## config.mk

```make
export PLATFORM = sky130hd
export DESIGN_NAME = wb_arb
export DESIGN_NICKNAME = d
export VERILOG_FILES = /design/src/rtl/wb_arb.sv
export SDC_FILE = /design/constraint.sdc
export NUM_CORES = 1
export LEC_CHECK = 0
export BUFFER_PORTS_ARGS = -buffer_cell sky130_fd_sc_hd__buf_4
export CAP_MARGIN = 30
export CORE_MARGIN = 2
export CORE_UTILIZATION = 52
export DETAILED_ROUTE_END_ITERATION = 10
export PLACE_DENSITY_LB_ADDON = 0.3
export SKIP_CTS_REPAIR_TIMING = 1
export SLEW_MARGIN = 20
export SYNTH_ARGS = -nofsm -noshare
export SYNTH_HDL_FRONTEND = slang
export SYNTH_SLANG_ARGS = --single-unit
```

## constraint.sdc

```tcl
create_clock -name clk -period 8.21 [get_ports clk]
set_clock_uncertainty 0.15 [all_clocks]
set_input_delay 0 -clock clk [delete_from_list [all_inputs] [get_ports clk]]
set_output_delay 0 -clock clk [all_outputs]
set_load 0.02 [all_outputs]
```

## src/rtl/wb_arb.sv

```systemverilog
// ---------------------------------------------------------------------------
// wb_arb -- writeback arbiter between a multi-lane execute bundle and a
// regfile with fewer write ports.
//
// Each accepted bundle is reduced to its surviving writes: a lane is dropped
// when it does not write, targets x0, or is overwritten by a younger lane
// (larger in_seq) of the same bundle that writes the same register.
// Survivors leave oldest-first, at most WPORTS per cycle, one cycle after
// they are selected. Writes that do not fit are parked in a pending buffer
// and drained while in_ready is held low.
//
// Ports
//   clk, rst         clock, synchronous active-high reset
//   flush            drop pending and incoming writes
//   in_valid/ready   bundle handshake (ready depends on state only)
//   in_we/seq/addr/data  flat per-lane buses, lane 0 in the low bits
//   rf_we/waddr/wdata    registered regfile write ports, port 0 in low bits
//   squash_cnt       (only with WB_ARB_SQUASH_CNT_EN) running count of lanes
//                    dropped because a younger lane wrote the same register
// ---------------------------------------------------------------------------
module wb_arb #(
  parameter int LANES  = 2,
  parameter int WPORTS = 1,
  parameter int ADDR_W = 5,
  parameter int DATA_W = 32,
  parameter int SEQ_W  = 2
) (
  input  logic                       clk,
  input  logic                       rst,
  input  logic                       flush,
  input  logic                       in_valid,
  output logic                       in_ready,
  input  logic [LANES-1:0]           in_we,
  input  logic [LANES*SEQ_W-1:0]     in_seq,
  input  logic [LANES*ADDR_W-1:0]    in_addr,
  input  logic [LANES*DATA_W-1:0]    in_data,
  output logic [WPORTS-1:0]          rf_we,
  output logic [WPORTS*ADDR_W-1:0]   rf_waddr,
  output logic [WPORTS*DATA_W-1:0]   rf_wdata
`ifdef WB_ARB_SQUASH_CNT_EN
  ,
  output logic [31:0]                squash_cnt
`endif
);

  localparam int RANK_W = $clog2(LANES + 1);

  typedef enum logic {IDLE, DRAIN} state_t;

  state_t state, state_nxt;

  logic [LANES-1:0][ADDR_W-1:0] in_addr_a, pend_addr, src_addr;
  logic [LANES-1:0][DATA_W-1:0] in_data_a, pend_data, src_data;
  logic [LANES-1:0][SEQ_W-1:0]  in_seq_a,  pend_seq,  src_seq;
  logic [LANES-1:0]             pend_mask, src_mask, rem_mask, surv, kill, live;
  logic [LANES-1:0][RANK_W-1:0] rank;
  logic                         take;

  logic [WPORTS-1:0]             iss_we;
  logic [WPORTS-1:0][ADDR_W-1:0] iss_addr;
  logic [WPORTS-1:0][DATA_W-1:0] iss_data;

  assign in_addr_a = in_addr;
  assign in_data_a = in_data;
  assign in_seq_a  = in_seq;

  assign in_ready = (state == IDLE) && !rst;
  assign take     = (state == IDLE) && in_valid;

  // ---- stage p0: survivor selection, ordering and port assignment ----
  always_comb begin
    kill = '0;
    live = '0;
    for (int i = 0; i < LANES; i++) begin
      live[i] = in_we[i] && (in_addr_a[i] != '0);
      for (int j = 0; j < LANES; j++) begin
        if (j != i && in_we[j] && in_addr_a[j] == in_addr_a[i] &&
            in_seq_a[j] > in_seq_a[i])
          kill[i] = 1'b1;
      end
    end
    surv = live & ~kill;
  end

  // The pending buffer keeps the whole bundle; only its mask shrinks, so the
  // same ordering logic serves fresh bundles and drain cycles.
  always_comb begin
    if (state == IDLE) begin
      src_mask = in_valid ? surv : '0;
      src_addr = in_addr_a;
      src_data = in_data_a;
      src_seq  = in_seq_a;
    end else begin
      src_mask = pend_mask;
      src_addr = pend_addr;
      src_data = pend_data;
      src_seq  = pend_seq;
    end
  end

  // Rank = number of older selected lanes; survivors have distinct tags so
  // ranks are unique and rank p goes to port p.
  always_comb begin
    for (int i = 0; i < LANES; i++) begin
      rank[i] = '0;
      for (int j = 0; j < LANES; j++) begin
        if (src_mask[j] && src_seq[j] < src_seq[i])
          rank[i] = rank[i] + RANK_W'(1);
      end
    end
  end

  always_comb begin
    iss_we   = '0;
    iss_addr = '0;
    iss_data = '0;
    rem_mask = src_mask;
    for (int p = 0; p < WPORTS; p++) begin
      for (int i = 0; i < LANES; i++) begin
        if (src_mask[i] && rank[i] == RANK_W'(p)) begin
          iss_we[p]   = 1'b1;
          iss_addr[p] = src_addr[i];
          iss_data[p] = src_data[i];
          rem_mask[i] = 1'b0;
        end
      end
    end
  end

  always_comb begin
    state_nxt = state;
    case (state)
      IDLE:    if (in_valid) state_nxt = (|rem_mask) ? DRAIN : IDLE;
      DRAIN:   if (~|rem_mask) state_nxt = IDLE;
      default: state_nxt = IDLE;
    endcase
    if (flush) state_nxt = IDLE;
  end

  // ---- stage p1: registered regfile ports and pending buffer ----
  always_ff @(posedge clk) begin
    if (rst) begin
      state     <= IDLE;
      pend_mask <= '0;
      rf_we     <= '0;
      rf_waddr  <= '0;
      rf_wdata  <= '0;
    end else begin
      state     <= state_nxt;
      pend_mask <= flush ? '0 : rem_mask;
      rf_we     <= flush ? '0 : iss_we;
      rf_waddr  <= iss_addr;
      rf_wdata  <= iss_data;
    end
  end

  always_ff @(posedge clk) begin
    if (take) begin
      pend_addr <= in_addr_a;
      pend_data <= in_data_a;
      pend_seq  <= in_seq_a;
    end
  end

`ifdef WB_ARB_SQUASH_CNT_EN
  logic [LANES-1:0] waw;
  assign waw = live & kill;

  // A bundle discarded by flush was never accepted, so it adds nothing.
  always_ff @(posedge clk) begin
    if (rst)
      squash_cnt <= '0;
    else if (take && !flush)
      squash_cnt <= squash_cnt + 32'($countones(waw));
  end
`endif

endmodule

```

=== After elaboration in Yosys (flattened, before gate mapping) ===
Cells that the tools add are included.

* Word-level logic and storage cells: 67
* Register bits after elaboration: 119
* Output and inout bits: 39
* Input bits: 84

* Equality and inequality tests: 2
* Muxes and demuxes: 22
* Reductions and logical operators: 21
* Order comparisons: 6
* Bitwise gates (word level): 3
* $add $sub $neg: 2

{| class="wikitable"
|+ Operator list
! cell !! number
|-
| $mux 32 || 2
|-
| $mux 64 || 1
|-
| $logic_and 1x1->1 || 14
|-
| $eq 5x5->1 || 2
|-
| $mux 1 || 10
|-
| $mux 10 || 1
|-
| $mux 5 || 2
|-
| $reduce_bool 5->1 || 2
|-
| $lt 2x2->1 || 4
|-
| $mux 2 || 4
|-
| $add 2x1->2 const B || 2
|-
| $gt 2x2->1 || 2
|-
| $logic_not 2->1 || 2
|-
| $mux 4 || 1
|-
| $reduce_or 2->1 || 2
|-
| $and 2x2->2 || 1
|-
| $not 2->2 || 1
|-
| $pmux 1 s2 || 1
|-
| $logic_not 1->1 || 1
|-
| $not 1->1 || 1
|}

=== Longest topological paths before layout ===
Gate-level depths: netlist of the first run.

* Depth in word-level cells: 19
* Mapped depth: 10
* Gate-level depth less buffers: 8

=== Worst setup path after synthesis of the first run ===
OpenSTA, ideal clock, no wires.

* Path kind: register to register
* From: register state
* To: register rf_waddr[0]
* Setup time: 121 ps
* Data arrival time: 2878 ps
* Period minus slack after synthesis: 3149 ps
* Path buffers: 2
* Required time: 7939 ps
* Cell stages (with the launch flop): 8
* Setup slack: 5061 ps
* Cells stage by stage: dfxtp_1 buf_8 and2b_2 nand3_1 a22o_4 o21ai_4 buf_12 mux2_4

* Word-level cells in the longest chain between the ends: 10
* Elaborated cells on any way between the ends: 23
* Those cells by class: 2 x add/sub; 4 x order compare; 9 x mux; 8 x reduce/logical

{| class="wikitable"
|+ Ends and longest elaborated chain
! what !! line !! text
|-
| start, declared || 50 || <nowiki>state_t state, state_nxt;</nowiki>
|-
| start signal, assigned || 149 || <nowiki>state <= state_nxt;</nowiki>
|-
| $mux 4 || 88 || <nowiki>if (state == IDLE) begin</nowiki>
|-
| $lt 2x2->1 || 107 || <nowiki>if (src_mask[j] && src_seq[j] < src_seq[i])</nowiki>
|-
| $logic_and 1x1->1 || 107 ||
|-
| $mux 1 || 107 ||
|-
| $add 2x1->2 || 108 || <nowiki>rank[i] = rank[i] + RANK_W'(1);</nowiki>
|-
| $mux 2 || 107 ||
|-
| $logic_not 2->1 || 120 || <nowiki>if (src_mask[i] && rank[i] == RANK_W'(p)) begin</nowiki>
|-
| $logic_and 1x1->1 || 120 ||
|-
| $mux 5 || 120 ||
|-
| $mux 5 (*) || 120 ||
|-
| end signal, assigned || 152 || <nowiki>rf_waddr <= iss_addr;</nowiki>
|-
| end, declared || 38 || <nowiki>output logic [WPORTS*ADDR_W-1:0] rf_waddr,</nowiki>
|}

Mark *: on every way between the ends. The rest lies on a longest branch, timed or not.
A chain may end at the register's enable or synchronous reset.

=== Final worst setup path of the first run ===
* From: register state
* To: register rf_wdata[1]

* Word-level cells in the longest chain between the ends: 10
* Elaborated cells on any way between the ends: 23
* Those cells by class: 2 x add/sub; 4 x order compare; 9 x mux; 8 x reduce/logical

{| class="wikitable"
|+ Ends and longest elaborated chain
! what !! line !! text
|-
| $mux 4 || 88 ||
|-
| $lt 2x2->1 || 107 ||
|-
| $logic_and 1x1->1 || 107 ||
|-
| $mux 1 || 107 ||
|-
| $add 2x1->2 || 108 ||
|-
| $mux 2 || 107 ||
|-
| $logic_not 2->1 || 120 ||
|-
| $logic_and 1x1->1 || 120 ||
|-
| $mux 32 || 120 ||
|-
| $mux 32 (*) || 120 ||
|-
| end signal, assigned || 153 || <nowiki>rf_wdata <= iss_data;</nowiki>
|-
| end, declared || 39 || <nowiki>output logic [WPORTS*DATA_W-1:0] rf_wdata</nowiki>
|}

Marks and branches as above.

==> impl_metrics.csv, run 1 <==
group,metric,value,unit
setup_path,cpPeakStageDelay,620,ps
drt,via_per_inst,5.12,
layout,drive_gt1_frac,0.347,
drt,wirelength,12400,um
setup_path,path_buf_inv,3,
sta,max_clock_freq,0.242,GHz
layout,areaGrowthSynthToFinish,44.3,%
setup_path,path_depth,8,
floorplan,die_area,0.0110,mm^2
status,status,"finished clean",
floorplan,die_width,105,um
place,post-dp-hpwl,7090,um
clocking,h-tree-depth,4,
floorplan,ioPinCount,123,
drt,dr.pass1.iters,5,
synth,syn_area,0.00531,mm^2
sta,max-slew-margin-rel,0.445,
setup_path,timing.rr.start,"state$_SDFF_PP0_",
sta,setup_viol,0,
layout,n_antenna_cell,0,
synth,ys.flop_type,"edfxtp_1",
global_routing,grt_overflow,0,
sta,rsz0062_at_grt,"no",
synth,synth_top_area_cell,"edfxtp_1",
clocking,clock_sinks,119,
drt,vias,3740,
setup_path,end_kind,"flop",
setup_path,required,8460,ps
power_and_ir_drop,leakage,3.08,nW
drt,antenna_left,0,
global_routing,grt_pass1_vias,3387,
synth,syn_inst,374,
clocking,cts_root_buf,"clkbuf_8",
layout,fill_cells,584,
synth,syn_nets,462,
synth,seq_area_frac_synth,0.596,
synth,synth_area_leaders,"edfxtp_1, dfxtp_1, mux2i_1, mux2_4, nor2_1",
clocking,numCtsBuffers,17,
clocking,insertion_delay,520,ps
power_and_ir_drop,p_per_area,204,mW/mm^2
power_and_ir_drop,swShare,0.228,
setup_path,path_max_fanout,33,
run,maxCapViolations,0,
power_and_ir_drop,power_switching,0.000356,W
setup_path,crit_family,"buffers and inverters",
global_routing,antenna_found_initial,0,
global_routing,grt_pass1_wl,17200,um
floorplan,fp-row-count,36,
place,port_buffers,122,
setup_path,ff2ff_path_depth,8,
sta,setup_tns,0,ps
setup_path,critPathLaunchType,"flop",
setup_path,cpMaxStageDelayCell,"o21ai_4",
global_routing,grt_usage,0.205,
hold_path,worst_hold_path_type,"in -> reg",
synth,synth-async-reset-ratio,0,
sta,fin_crit_sh,0.502,
floorplan,initial_utilization,0.540,
place,place_congestion,0.845,
setup_path,crit_path_end,"rf_wdata[1]$_SDFF_PP0_",
power_and_ir_drop,p_comb_frac,0.117,
sta,slew_violations,0,
floorplan,core-area,0.00982,mm^2
setup_path,critical_path.startpoint,"state$_SDFF_PP0_",
drt,first_iter_violations,189,
sta,hold_viol,0,
synth,avgSynthCellArea,14.2,um^2
clocking,clock_path_buffers,2,
layout,nets,672,
synth,ys_types,40,
clocking,clk_pin_slew_worst_paths,60,ps
synth,synth_warnings,0,
power_and_ir_drop,power,0.00156,W
power_and_ir_drop,p_int,0.00120,W
floorplan,die-height,105,um
layout,final_core_util,0.780,
synth,synth_top_area_frac,0.441,
drt,drcViolationCount,0,
sta,period_minus_slack,4120,ps
synth,synth_seq_cells,119,
power_and_ir_drop,seq_power_share,0.439,
global_routing,grt_start_max_net_pins,80,
drt,post_drt_wl_per_cell,17.1,um
setup_path,worst-endpoint-arrival,4380,ps
setup_path,crit_type,"reg -> reg",
power_and_ir_drop,vdd_ir_drop_max,0.000114,V
clocking,cts_tree,"done",
setup_path,cp_cell_sequence,"buf_4 > buf_12 > mux2_2 > ha_1 > a21o_1 > o21ai_4 > buf_4 > mux2_2",
synth,synth_enable_flop_cells,78,
setup_path,reg2reg_slack,4090,ps
setup_path,r2r_end,"rf_wdata[1]$_SDFF_PP0_",
sta,worstMarginPinSlew,833,ps
power_and_ir_drop,p_clk_frac,0.444,
[per-layer routing]
layer / global-route usage / vias up / wire [um] / part of all wire
met2: 0.330 / 130 / 6320 / 0.51
met1: 0.260 / 1819 / 5270 / 0.42
met3: 0.0630 / 17 / 621 / 0.050
met5: 0 / - / 0 / 0
met4: 0.0743 / 0 / 230 / 0.018
li1: - / 1774 / - / -
[cell usage after synthesis (2+ instances only)]
cell type,instances
nor2_1,77
o211ai_1,2
and2b_2,2
nor2b_1,3
mux2_4,30
clkbuf_1,6
nor3_1,2
inv_1,4
buf_12,3
nand2_1,7
clkbuf_8,5
mux2_2,9
or2b_1,2
mux2i_1,76
ha_1,4
dfxtp_1,41
edfxtp_1,78
[sequential cells by signal, summed over array words and instances (netlist names)]
| register | flops |
|---|---|
| pend_addr | 10 |
| pend_data | 64 |
| pend_mask | 2 |
| pend_seq | 4 |
| rf_waddr | 5 |
| rf_wdata | 32 |
| rf_we | 1 |
| state | 1 |
[worst reg2reg max path, cell delays in order (launching register included)]
cell,delay (ps)
dfxtp_4,520
buf_4,540
buf_12,320
mux2_2,390
ha_1,330
a21o_1,230
o21ai_4,620
buf_4,520
mux2_2,390
[layout make-up]
class	instances	area, um^2	area share
clock buffer	19	422	0.0551
multi-input combinational	231	1930	0.252
tap	133	166	0.0217
clock inverter	13	133	0.0173
timing repair buffer	211	1830	0.239
sequential	119	3170	0.414
inverter	4	15.0	0.00196
[power by group through the flow]
stage	sequential [W]	clock, W	combinational [W]
after floorplan	0.000706	0	0.0000721
after global placement	0.000695	0	0.000143
after detailed placement	0.000696	0	0.000147
after CTS	0.000684	0.000700	0.000148
after global routing	0.000686	0.000729	0.000196
final	0.000684	0.000692	0.000183
[per-stage QoR]
stage                     cells  area [um^2]  hold slack (ps)  setup slack, ps
after floorplan             374         5310            -73.2             5060
after global placement      612         6210             40.2             4110
after detailed placement    613         6230             39.9             4070
after CTS                   645         6790             -507             4090
after global routing        730         7650             13.8             3940
final                       730         7650             28.1             4090
[how the worst min path moves through the flow]
stage	start	end	slack (ps)	cells after the start
after floorplan	flush	rf_we$_SDFF_PP0_	-70	1
after global placement	flush	rf_we$_SDFF_PP0_	40	2
after detailed placement	flush	rf_we$_SDFF_PP0_	40	2
after CTS	flush	rf_we$_SDFF_PP0_	-510	2
after global routing	in_valid	pend_addr[1]$_DFFE_PP_	10	3
final	in_valid	pend_addr[1]$_DFFE_PP_	30	3
[placed cells by master, fill, tap and decap left out, types with 2 or more instances in the layout]
| cell type | instances |
|---|---|
| nor2_1 | 77 |
| clkbuf_1 | 2 |
| clkinv_2 | 5 |
| o211ai_1 | 2 |
| mux2_2 | 9 |
| clkbuf_16 | 16 |
| bufinv_16 | 2 |
| dfxtp_1 | 40 |
| inv_1 | 4 |
| buf_4 | 125 |
| mux2i_1 | 76 |
| nor2b_1 | 3 |
| ha_1 | 4 |
| or2b_1 | 2 |
| clkinvlp_4 | 4 |
| mux2_4 | 30 |
| nor3_1 | 2 |
| dlygate4sd3_1 | 84 |
| clkinv_4 | 2 |
| nand2_1 | 7 |
| edfxtp_1 | 78 |
[cells by family after synthesis]
logic type	count (synthesis)	share of synthesized area
AOI/OAI and AO/OA	10	0.0205
adders and majority gates	4	0.00943
buffers and inverters	24	0.0413
xor gates and xnor gates	1	0.00165
and+or+nand+nor	101	0.0837
muxes	115	0.247
DFF	119	0.596
(Power assumes the default switching activity.)
==> run 2: changes to the inputs <==
- ABC_AREA: default -> 1
- CORE_UTILIZATION: 52 -> 49
- clock period: 8.21 -> 3.35 ns (I/O delays scaled with it)
==> run 2 against run 1 <==
Sequential share of layout area fell by 2.0 points; via count rose by 14%; critical path type unchanged; die area rose by 14%; global-route usage barely moved; utilization fell by 7.5 points; register-to-register slack got worse by 3300 ps; critical path depth fell by 1; largest power group unchanged; highest routed layer unchanged; combinational power rose to 3.0 times the previous value; critical endpoint is now rf_wdata[17]$_SDFF_PP0_; final area rose by 5.1%.
==> impl_metrics.csv, run 2 <==
group,metric,value,unit
global_routing,grt_overflow,0,
synth,synth_commonest_cells,"nand2_1, edfxtp_1, nand3_1",
drt,post_drt_wl_per_cell,15.9,um
layout,largest-register,"pend_data",
setup_path,timing.rr.start,"state$_SDFF_PP0_",
drt,first_iter_violations,219,
clocking,cts_root_buf,"clkbuf_16",
setup_path,required,3510,ps
sta,max-slew-margin-rel,0.399,
layout,drive_gt1_frac,0.344,
clocking,clock_sinks,119,
global_routing,grt_pass1_vias,4043,
layout,final_cells,853,
sta,fin_crit_sh,0.755,
setup_path,crit_type,"reg -> reg",
setup_path,cpPeakStageDelay,420,ps
setup_path,path_buf_inv,0,
synth,avgSynthCellArea,11.4,um^2
setup_path,cp_cell_sequence,"mux2_2 > ha_1 > a21oi_1 > nand2_2 > nand2_4 > nand2_1 > nor2b_4",
synth,post-synth-top-count-cell,"nand2_1",
layout,largest_register_ffs,64,
clocking,numCtsBuffers,17,
clocking,h-tree-depth,4,
setup_path,critPathLaunchType,"flop",
place,dp.cells,740,
synth,synth_top_area_frac,0.409,
sta,setup_viol,0,
synth,synth_top_area_cell,"edfxtp_1",
setup_path,worst-endpoint-arrival,2680,ps
sta,worstMarginPinSlew,901,ps
setup_path,crit_path_end,"rf_wdata[17]$_SDFF_PP0_",
synth,synth_seq_cells,119,
sta,slew_violations,0,
run,maxCapViolations,0,
setup_path,path_depth,7,
clocking,clk_pin_slew_worst_paths,60,ps
drt,dr.pass1.iters,4,
setup_path,ff2ff_path_depth,7,
synth,ys_types,29,
layout,final_core_util,0.704,
setup_path,crit_family,"simple AND/OR/NAND/NOR gates",
setup_path,path_max_fanout,37,
synth,seq_area_frac_synth,0.552,
synth,synth-async-reset-ratio,0,
synth,syn_inst,502,
floorplan,core-area,0.0114,mm^2
sta,hold_ws,19.8,ps
clocking,insertion_delay,420,ps
global_routing,use_met2,0.335,
synth,ys.flop_type,"edfxtp_1",
layout,final_cell_mix,"buf_4, nand2_1, dlygate4sd3_1",
setup_path,end_kind,"flop",
setup_path,critical_path.startpoint,"state$_SDFF_PP0_",
power_and_ir_drop,vdd_ir_drop_max,0.000582,V
global_routing,top_usage_layer,"met2",
sta,period_minus_slack,2530,ps
place,place_congestion,0.815,
clocking,cts_tree,"done",
global_routing,grt_pass1_wl,20000,um
floorplan,ioPinCount,123,
hold_path,worst_hold_path_type,"in -> reg",
place,post-dp-hpwl,7870,um
drt,antenna_left,0,
drt,vias,4269,
place,port_buffers,122,
global_routing,use_met3,0.0567,
layout,reg_top3,"pend_data: 64 flops, rf_wdata: 32 flops, pend_addr: 10 flops",
floorplan,die-height,112,um
drt,via_per_inst,5.00,
layout,areaGrowthSynthToFinish,40.4,%
floorplan,die_width,112,um
global_routing,grt_start_max_net_pins,68,
sta,setup_tns,0,ps
drt,wirelength,13600,um
setup_path,reg2reg_slack,820,ps
global_routing,grt_usage,0.205,
floorplan,die_area,0.0126,mm^2
status,status,"finished clean",
drt,drcViolationCount,0,
setup_path,cpMaxStageDelayCell,"nand2_4",
sta,hold_viol,0,
layout,n_antenna_cell,0,
power_and_ir_drop,leakage,3.41,nW
floorplan,initial_utilization,0.502,
global_routing,antenna_found_initial,0,
synth,syn_area,0.00573,mm^2
sta,max_clock_freq,0.395,GHz
synth,synth_warnings,0,
synth,syn_nets,590,
layout,final_common_cell,"buf_4",
synth,synth_area_leaders,"edfxtp_1, dfxtp_1, nand2_1, mux2_2, mux2i_1",
layout,nets,785,
floorplan,fp-row-count,39,
global_routing,use_met1,0.261,
clocking,clock_path_buffers,2,
power_and_ir_drop,p_per_area,504,mW/mm^2
synth,synth_enable_flop_cells,78,
setup_path,r2r_end,"rf_wdata[17]$_SDFF_PP0_",
sta,rsz0062_at_grt,"no",
==> run 2: worst min-delay path by stage <==
stage	start	end	slack, ps	cells after the start
2_1_floorplan	rst	in_ready	-80	1
3_3_place_gp	in_data[18]	pend_data[18]$_DFFE_PP_	40	1
3_5_place_dp	in_data[31]	pend_data[31]$_DFFE_PP_	40	1
4_1_cts	in_data[11]	pend_data[11]$_DFFE_PP_	-400	1
5_1_grt	rst	rf_wdata[5]$_SDFF_PP0_	40	4
6_report	rst	rf_wdata[31]$_SDFF_PP0_	20	4
==> run 2: cells by family (layout without fill, tap and decap cells) <==
group,count (synthesis),after routing,synth area share
buf+inv,52,260,0.0553
simple gates,244,244,0.244
compound gates,14,14,0.0122
xor+xnor,2,2,0.00306
mux,67,67,0.125
fa+ha+maj,4,4,0.00874
flops,119,119,0.552
==> run 2: metrics by stage <==
step                setup slack, ps  power (W)  area (um^2)
CTS                             836    0.00400         7230
finish                          821    0.00405         8040
global placement                942    0.00216         6630
detailed placement              856    0.00218         6630
floorplan                       618    0.00200         5730
global route                    630    0.00421         8040
==> run 2: report_power, final <==
group | switching [W] | leakage (nW) | total (W) | internal [W]
sequential | 0.0000269 | 1.10 | 0.00168 | 0.00166
clock | 0.000681 | 0.295 | 0.00182 | 0.00114
combinational | 0.000269 | 2.01 | 0.000543 | 0.000274
==> run 2: final cells by class <==
cell class	instances	area, um^2
Fill cell	829	3380
Multi-Input combinational cell	331	2260
Timing Repair Buffer	208	1760
Sequential cell	119	3170
Inverter	20	75.1
Clock inverter	14	150
Tap cell	143	179
Clock buffer	18	450
==> run 2: worst register-to-register path, cell delays in order (launching register included) <==
cell and delay, ps:
dfxtp_4 410, mux2_2 360, ha_1 310, a21oi_1 230
nand2_2 260, nand2_4 430, nand2_1 150, nor2b_4 140
==> run 2: per-layer routing <==
layer  share of wire  vias to the layer above  wire length (um)
met3           0.044                       11               597
met2            0.51                      112              6910
li1                -                     2116                 -
met1            0.43                     2030              5870
met5               0                        -                 0
met4           0.013                        0               178
==> run 3: changes to the inputs <==
- CORE_UTILIZATION: 49 -> 52
- clock period: 3.35 -> 2.65 ns (I/O delays scaled with it)
==> run 3 against run 2 <==
The run now ends with negative hold slack left; clock-buffer cell count increased by 6; final area is 1.4% higher; sequential share of layout area fell by 0.54 points; combinational power grew 32%; via count is 3.6% higher; die area shrank 5.6%; flip-flop and latch count stayed put; utilization is 5.1 points higher; sequential power grew 27%.
==> impl_metrics.csv, run 3 (synthesis gave the netlist of run 2 again) <==
group,metric,value,unit
layout,fill_cells,687,
sta,setup_slack,152,ps
place,place_congestion,0.877,
layout,final_core_util,0.755,
power_and_ir_drop,seq_power_share,0.411,
drt,via_per_inst,5.14,
global_routing,antenna_found_initial,0,
layout,largest_register_ffs,64,
sta,setup_viol,0,
global_routing,grt_pass1_vias,4176,
sta,rsz0062_at_grt,"no",
setup_path,cpMaxStageDelayCell,"dfxtp_4",
clocking,cts_tree,"done",
global_routing,grt_overflow,0,
clocking,clock_path_buffers,2,
power_and_ir_drop,p_int,0.00401,W
layout,regArea,0.00317,mm^2
setup_path,path_max_fanout,18,
setup_path,cpPeakStageDelay,410,ps
drt,wirelength,14600,um
drt,dr.pass1.iters,5,
drt,antenna_left,0,
floorplan,core-area,0.0108,mm^2
floorplan,die_area,0.0119,mm^2
drt,post_drt_wl_per_cell,16.9,um
sta,hold_ws,-13.6,ps
power_and_ir_drop,leakage,3.47,nW
place,place_area,0.00668,mm^2
status,status,"finished, violations left",
clocking,h-tree-depth,4,
hold_path,hp-start,"in_we[1]",
power_and_ir_drop,swShare,0.226,
setup_path,cp_cell_sequence,"mux2_2 > ha_1 > a21oi_1 > nand2_2 > buf_4 > nand3_1 > nand2_1 > nor2b_1",
place,preCtsSetupSlack,127,ps
power_and_ir_drop,p_comb_frac,0.139,
floorplan,die_width,109,um
setup_path,crit_type,"reg -> reg",
drt,vias,4422,
setup_path,end_kind,"flop",
layout,largest-register,"pend_data",
floorplan,ioPinCount,123,
power_and_ir_drop,vdd_ir_drop_max,0.000519,V
sta,hold_viol,2,
layout,nets,796,
layout,final_common_cell,"buf_4",
sta,max-slew-margin-rel,0.358,
place,port_buffers,122,
setup_path,critical_path.startpoint,"state$_SDFF_PP0_",
setup_path,r2r_end,"rf_wdata[13]$_SDFF_PP0_",
floorplan,fp-row-count,38,
power_and_ir_drop,p_clk_frac,0.450,
floorplan,die-height,109,um
clocking,insertion_delay,530,ps
sta,fin_crit_sh,0.943,
setup_path,crit_path_end,"rf_wdata[13]$_SDFF_PP0_",
drt,drcViolationCount,0,
clocking,clk_pin_slew_worst_paths,60,ps
setup_path,worst-endpoint-arrival,2800,ps
run,maxCapViolations,0,
setup_path,ff2ff_path_depth,8,
layout,drive_gt1_frac,0.350,
sta,slew_violations,0,
global_routing,grt_start_max_net_pins,74,
layout,areaGrowthSynthToFinish,42.3,%
setup_path,required,2950,ps
layout,final_cell_mix,"buf_4, nand2_1, dlygate4sd3_1",
floorplan,initial_utilization,0.531,
layout,multiInputGateArea,0.00226,mm^2
place,post-dp-hpwl,8460,um
layout,reg_top3,"pend_data: 64 flops, rf_wdata: 32 flops, pend_addr: 10 flops",
status,violations,"negative hold slack",
drt,first_iter_violations,248,
sta,period_minus_slack,2500,ps
power_and_ir_drop,power,0.00519,W
setup_path,reg2reg_slack,150,ps
clocking,clock_sinks,119,
sta,max_clock_freq,0.400,GHz
setup_path,timing.rr.start,"state$_SDFF_PP0_",
power_and_ir_drop,power_switching,0.00117,W
global_routing,grt_usage,0.231,
power_and_ir_drop,p_per_area,636,mW/mm^2
clocking,cts_root_buf,"clkbuf_8",
setup_path,critPathLaunchType,"flop",
global_routing,grt_pass1_wl,20300,um
layout,final_cell_area,0.00815,mm^2
clocking,numCtsBuffers,17,
layout,n_antenna_cell,0,
sta,worstMarginPinSlew,963,ps
hold_path,worst_hold_path_type,"in -> reg",
[run 3: area by class of cell]
cell class,instances,area share
inverters,20,0.00921
clock buffers,24,0.0602
clock inverters,8,0.0146
flip-flops and latches,119,0.388
repair buffers,219,0.228
well taps,140,0.0215
multi-input cells,331,0.278
[run 3: critical path, delay by kind of cell, from the launching register on]
family | cells | cell delay (ps)
simple gates | 4 | 610
flops | 1 | 410
mux | 1 | 350
fa+ha+maj | 1 | 320
buf+inv | 1 | 300
compound gates | 1 | 280
[run 3: worst min path at each step]
stage	end	slack [ps]	cells after the start
2_1_floorplan	in_ready	-80	1
4_1_cts	pend_data[46]$_DFFE_PP_	-510	1
3_3_place_gp	pend_data[18]$_DFFE_PP_	40	1
5_1_grt	rf_we$_SDFF_PP0_	7	7
6_report	rf_we$_SDFF_PP0_	-10	7
3_5_place_dp	pend_data[18]$_DFFE_PP_	40	1
[run 3: per-layer routing]
metal	GRT usage	routed length, um	vias to the layer above
met5	0	0	-
met4	0.0998	387	0
met1	0.272	5890	2079
li1	-	-	2139
met3	0.0675	833	37
met2	0.391	7480	167
[run 3: stage by stage]
stage                     std cells  setup TNS, ps
after floorplan                 502           -941
after detailed placement        743              0
after global routing            861              0
after CTS                       775              0
after global placement          743              0
final                           861              0
[run 3: power groups by stage]
stage	sequential, W	clock (W)	combinational [W]
floorplan	0.00220	0	0.000328
global placement	0.00216	0	0.000584
detailed placement	0.00217	0	0.000602
CTS	0.00213	0.00236	0.000608
global route	0.00214	0.00244	0.000776
finish	0.00213	0.00233	0.000718
